## src/rtl/vec_index_counter.sv

```systemverilog
// Bounded, restartable element/address sequencer: a start loads length, base and
// stride, and each enable steps the element index and address until the last element.
module vec_index_counter #(
    parameter int N      = 8,
    parameter int ADDR_W = 16
) (
    input  logic              clk,
    input  logic              rst_n,
    input  logic              start,
    input  logic [N-1:0]      length,
    input  logic [ADDR_W-1:0] base,
    input  logic [ADDR_W-1:0] stride,
    input  logic              enable,
    output logic              busy,
    output logic [N-1:0]      count,
    output logic [ADDR_W-1:0] addr,
    output logic              last,
    output logic              done
);

    typedef enum logic [0:0] {
        IDLE = 1'b0,
        RUN  = 1'b1
    } state_t;

    state_t              state_r, state_s;
    logic [N-1:0]        len_r, len_s;
    logic [ADDR_W-1:0]   stride_r, stride_s;
    logic [N-1:0]        count_r, count_s;
    logic [ADDR_W-1:0]   addr_r, addr_s;
    logic                done_r, done_s;
    logic                last_s;

    // Final element flag; count never passes len_r-1, so the compare cannot alias.
    always_comb begin
        last_s = (state_r == RUN) && (count_r == (len_r - N'(1)));
    end

    // Next-state logic: start is honoured only in IDLE, enable only in RUN.
    always_comb begin
        state_s  = state_r;
        len_s    = len_r;
        stride_s = stride_r;
        count_s  = count_r;
        addr_s   = addr_r;
        done_s   = 1'b0;
        case (state_r)
            IDLE: begin
                if (start) begin
                    if (length != {N{1'b0}}) begin
                        state_s  = RUN;
                        len_s    = length;
                        stride_s = stride;
                        count_s  = {N{1'b0}};
                        addr_s   = base;
                    end else begin
                        done_s   = 1'b1;
                    end
                end else begin
                    state_s = IDLE;
                end
            end
            RUN: begin
                if (enable) begin
                    if (last_s) begin
                        state_s = IDLE;
                        done_s  = 1'b1;
                    end else begin
                        count_s = count_r + N'(1);
                        addr_s  = addr_r + stride_r;
                    end
                end else begin
                    state_s = RUN;
                end
            end
            default: begin
                state_s = IDLE;
            end
        endcase
    end

    // State and datapath registers; reset aborts any run without a done pulse.
    always_ff @(posedge clk or negedge rst_n) begin
        if (!rst_n) begin
            state_r  <= IDLE;
            len_r    <= {N{1'b0}};
            stride_r <= {ADDR_W{1'b0}};
            count_r  <= {N{1'b0}};
            addr_r   <= {ADDR_W{1'b0}};
            done_r   <= 1'b0;
        end else begin
            state_r  <= state_s;
            len_r    <= len_s;
            stride_r <= stride_s;
            count_r  <= count_s;
            addr_r   <= addr_s;
            done_r   <= done_s;
        end
    end

    assign busy  = (state_r == RUN);
    assign count = count_r;
    assign addr  = addr_r;
    assign last  = last_s;
    assign done  = done_r;

endmodule

```

## config.mk

```make
export PLATFORM = sky130hd
export DESIGN_NAME = vec_index_counter
export DESIGN_NICKNAME = d
export VERILOG_FILES = /design/src/rtl/vec_index_counter.sv
export SDC_FILE = /design/constraint.sdc
export NUM_CORES = 1
export LEC_CHECK = 0
export BUFFER_PORTS_ARGS = -buffer_cell sky130_fd_sc_hd__clkbuf_2
export CAP_MARGIN = 10
export CORE_MARGIN = 10
export CORE_UTILIZATION = 40
export CTS_CLUSTER_DIAMETER = 120
export CTS_CLUSTER_SIZE = 14
export DETAILED_ROUTE_END_ITERATION = 7
export GPL_TIMING_DRIVEN = 0
export SYNTH_ARGS = -nofsm -noshare
export SYNTH_HDL_FRONTEND = slang
export SYNTH_SLANG_ARGS = --single-unit
```

## constraint.sdc

```tcl
create_clock -name clk -period 2.2 [get_ports clk]
set_input_delay 0.22 -clock clk [delete_from_list [all_inputs] [get_ports clk]]
set_output_delay 0.22 -clock clk [all_outputs]
set_load 0.05 [all_outputs]
```

==> flow_metrics.tcl <==
set metrics [dict create \
    synth-warning-count 0 \
    clk_latency_ps 310 \
    mux_contribution_to_synthesized_area_pct 4.640 \
    detail_route.wirelength_um 10200 \
    fp.dieW_um 109.9 \
    final_area_mm2 0.004462 \
    final_net_count 531 \
    tritoncts "built" \
    finalSetupViolCount 26 \
    finalClockSkew_ps 11.45 \
    synth_top_family_by_area "simple AND/OR/NAND/NOR gates" \
    synthesis.instances 372 \
    numCtsBuffers 5 \
    worst-endpoint-arrival_ps 2330 \
    relSlewSlack_pct 52.25 \
    average_cell_area_after_synthesis_um2 8.698 \
    yosys.area_share.adder_pct 7.193 \
    leakage_power_nw 2.044 \
    maxSlewViolCount 0 \
    cp-end-kind "primary output" \
    highest_delay_cell_along_the_critical_path "sky130_fd_sc_hd__or4_4" \
    layout_min_cycle_time_ps 2548 \
    critPathBufInv 5 \
    drive_above_1_share_pct 38.30 \
    vias_in_the_first_global_route 3173 \
    critPathLaunchType "register" \
    worst_hold_stages 3 \
    clkSinkCount 50 \
    initial_utilization_pct 41.44 \
    postSynth.asyncResetShare_pct 100.0 \
    worst-slew-pin-transition_ps 716.2 \
    drt_drc_violations_left 0 \
    synth_commonest_cells "sky130_fd_sc_hd__nand2_1, sky130_fd_sc_hd__dfrtp_1, sky130_fd_sc_hd__o21ai_0" \
    worst_ir_drop_vdd_v 0.0006904 \
    port_buffers 70 \
    fmax_ghz 0.3924 \
    route.detailed.wl_per_inst_um 17.83 \
    path_type_of_the_worst_min_delay_path "in2reg" \
    timing.critical_path.max_delay_family "simple AND/OR/NAND/NOR gates" \
    dieArea_mm2 0.01209 \
    worst_r2r_path_depth 11 \
    synth.top_cell.area_share_pct 38.67 \
    synth_compound_gate_area_share_pct 18.33 \
    post_detailed_placement_half_perimeter_wirelength_um 7480 \
    run_status "finished, violations left" \
    globalRouteTotalUtil_pct 17.01 \
    yosysSeqAreaShare_pct 38.67 \
    max_incr_delay_on_cp_ps 550 \
    synth_xor_area_share_pct 4.331 \
    crit_chain "buf_6 -> or4_4 -> nor4_4 -> a311o_2 -> o2111ai_4 -> inv_4 -> buf_8 -> buf_12 -> clkbuf_16" \
    setup.worst_path.class "reg2out" \
    antenna_cells 0 \
    synth_simple_gate_area_share_pct 22.93 \
    timing.critical_path.required_ps 1980 \
    dr_total_vias 3098 \
    grt_setup_unrepaired "yes" \
    yosys_register_bits 50 \
    grt_first_pass_wirelength_um 16310 \
    route.detailed.vias_per_inst 5.416 \
    failed_checks "negative setup slack" \
    path_depth 9 \
    syn-cell-area_mm2 0.003236 \
    critical_path_peak_fanout 3 \
    weighted_congestion_at_the_end_of_routability_driven_global_placement 0.8587 \
    die_height_um 109.9 \
    grt.overflow.total 0 \
    detailedRoute.firstPassIterationCount 4 \
    post_dp_cell_area_mm2 0.003909 \
    cell_with_the_most_instances_after_synthesis "sky130_fd_sc_hd__nand2_1" \
    grt_antenna_before_repair 0 \
    dpl_worst_slack_ps -570.0 \
    synthTopCellsByArea "sky130_fd_sc_hd__dfrtp_1, sky130_fd_sc_hd__nand2_1, sky130_fd_sc_hd__ha_1, sky130_fd_sc_hd__o21ai_0, sky130_fd_sc_hd__a21oi_1" \
    clk_transition_reported_paths_ps 100 \
    detailedRoute.firstIterationViolations 83 \
    final-hold-violation-count 0 \
    synth_fp_nets 434 \
    coreArea_mm2 0.007807 \
    fin_crit_share_pct 115.8 \
    synth_enable_flop_cells 0 \
    core.rowCount 32 \
    ctsRootBufferMaster "sky130_fd_sc_hd__clkbuf_8" \
    cts.path.max_buffers 2 \
    ys_types 59 \
    synth-main-ff-cell "sky130_fd_sc_hd__dfrtp_1" \
    finalWorstSetupSlack_ps -348.4 \
    postRouteAntennaNets 0 \
    synth_area_leader_cell "sky130_fd_sc_hd__dfrtp_1" \
    h-tree-depth 2 \
    power_density_mw_per_mm2 1679 \
    io-pin-count 71 \
    area_growth_pct 37.90 \
    grt_max_degree 21 \
    drv.max_cap_violation_count 0 \
]
-- through the flow --
step / total power, mW / hold slack [ps] / cells / setup TNS (ps) / util, %
3_3_place_gp: 6.138 / 409.3 / 544 / -9720 / 49.36
6_report: 7.492 / 92.53 / 572 / -5175 / 57.15
2_1_floorplan: 5.285 / -75.59 / 372 / -289.4 / -
5_1_grt: 8.123 / 99.65 / 572 / -7074 / 57.15
4_1_cts: 7.203 / 86.43 / 568 / -5119 / 54.05
3_5_place_dp: 6.260 / 194.0 / 546 / -10080 / 50.06
-- metal layers --
metal	vias up	share of wire [%]	track usage [%]
li1	1523	-	-
met1	1502	44	22.00
met2	69	50	28.32
met3	4	5.5	3.803
met4	0	0.45	3.717
met5	-	0	0
-- sequential cells by signal (all words and copies together), names as in the netlist --
name      flops
stride_r     16
count         8
len_r         8
addr         16
busy          1
done          1
-- tightest hold or removal path, cell delays in order --
cell and delay (ps):
sky130_fd_sc_hd__clkbuf_2 70, sky130_fd_sc_hd__nand2_1 40, sky130_fd_sc_hd__nand2_1 40
-- worst paths after layout --
path | from | to | slack, ps
worst max-delay path | len_r[0] | last | -350
worst min-delay path | stride[6] | stride_r[6] | 90
worst max register to register | len_r[0] | addr[7] | -280
worst min register to register | stride_r[4] | stride_r[4] | 490
max in group asynchronous | rst_n | addr[1] | 1180
min in group asynchronous | rst_n | len_r[0] | 380
-- cells by family after synthesis --
| family | count (synthesis) |
|---|---|
| simple gates | 156 |
| compound gates | 92 |
| flops | 50 |
| buf+inv | 27 |
| fa+ha+maj | 18 |
| xor+xnor | 16 |
| mux | 13 |
-- power breakdown --
| group | switching, mW | total, mW | internal, mW | leakage, nW |
|---|---|---|---|---|
| logic | 2.83 | 5.00 | 2.16 | 1.39 |
| registers | 0.482 | 1.83 | 1.35 | 0.602 |
| clock network | 0.328 | 0.668 | 0.340 | 0.0514 |
-- repair_timing --
action / in CTS / in global routing
pin swaps: 10 / 11
gates cloned: 0 / 1
hold endpoints to repair: 14 / 0
resized for setup: 22 / 54
hold buffers: 1 / 0
setup buffers: 13 / 5
endpoints found under the setup margin: 27 / 37
-- cell usage in the layout, fill, tap and decap left out, types with 4 or more instances in the layout --
cell / synthesis / layout
sky130_fd_sc_hd__a21oi_1: 23 / 14
sky130_fd_sc_hd__dfrtp_2: 0 / 12
sky130_fd_sc_hd__mux2_4: 3 / 4
sky130_fd_sc_hd__a21oi_2: 0 / 8
sky130_fd_sc_hd__nand3_1: 5 / 5
sky130_fd_sc_hd__o21ai_2: 0 / 8
sky130_fd_sc_hd__mux2i_1: 6 / 6
sky130_fd_sc_hd__ha_1: 17 / 11
sky130_fd_sc_hd__clkbuf_2: 0 / 70
sky130_fd_sc_hd__or3_1: 8 / 7
sky130_fd_sc_hd__xor2_1: 6 / 5
sky130_fd_sc_hd__nor3_1: 8 / 4
sky130_fd_sc_hd__xnor2_1: 10 / 8
sky130_fd_sc_hd__nand2_1: 89 / 87
sky130_fd_sc_hd__o21ai_0: 31 / 16
sky130_fd_sc_hd__nand2b_1: 6 / 6
sky130_fd_sc_hd__nor2_1: 8 / 7
sky130_fd_sc_hd__a21o_1: 6 / 6
sky130_fd_sc_hd__clkbuf_1: 10 / 10
sky130_fd_sc_hd__o21ai_1: 0 / 7
sky130_fd_sc_hd__dfrtp_1: 50 / 38
sky130_fd_sc_hd__a31oi_1: 5 / 5
sky130_fd_sc_hd__buf_4: 0 / 9
sky130_fd_sc_hd__nand4_1: 5 / 5
sky130_fd_sc_hd__clkbuf_8: 0 / 5
sky130_fd_sc_hd__buf_6: 3 / 8
sky130_fd_sc_hd__ha_4: 0 / 5
sky130_fd_sc_hd__inv_1: 12 / 9
-- final cells by class --
type	instances	area [um^2]
Multi-Input combinational cell	295	2210
Fill cell	741	3346
Timing Repair Buffer	91	608.1
Sequential cell	50	1266
Buffer	13	88.84
Clock inverter	2	37.54
Clock buffer	6	72.57
Tap cell	102	127.6
Inverter	13	51.30
Power figures use the tool's default switching activity.
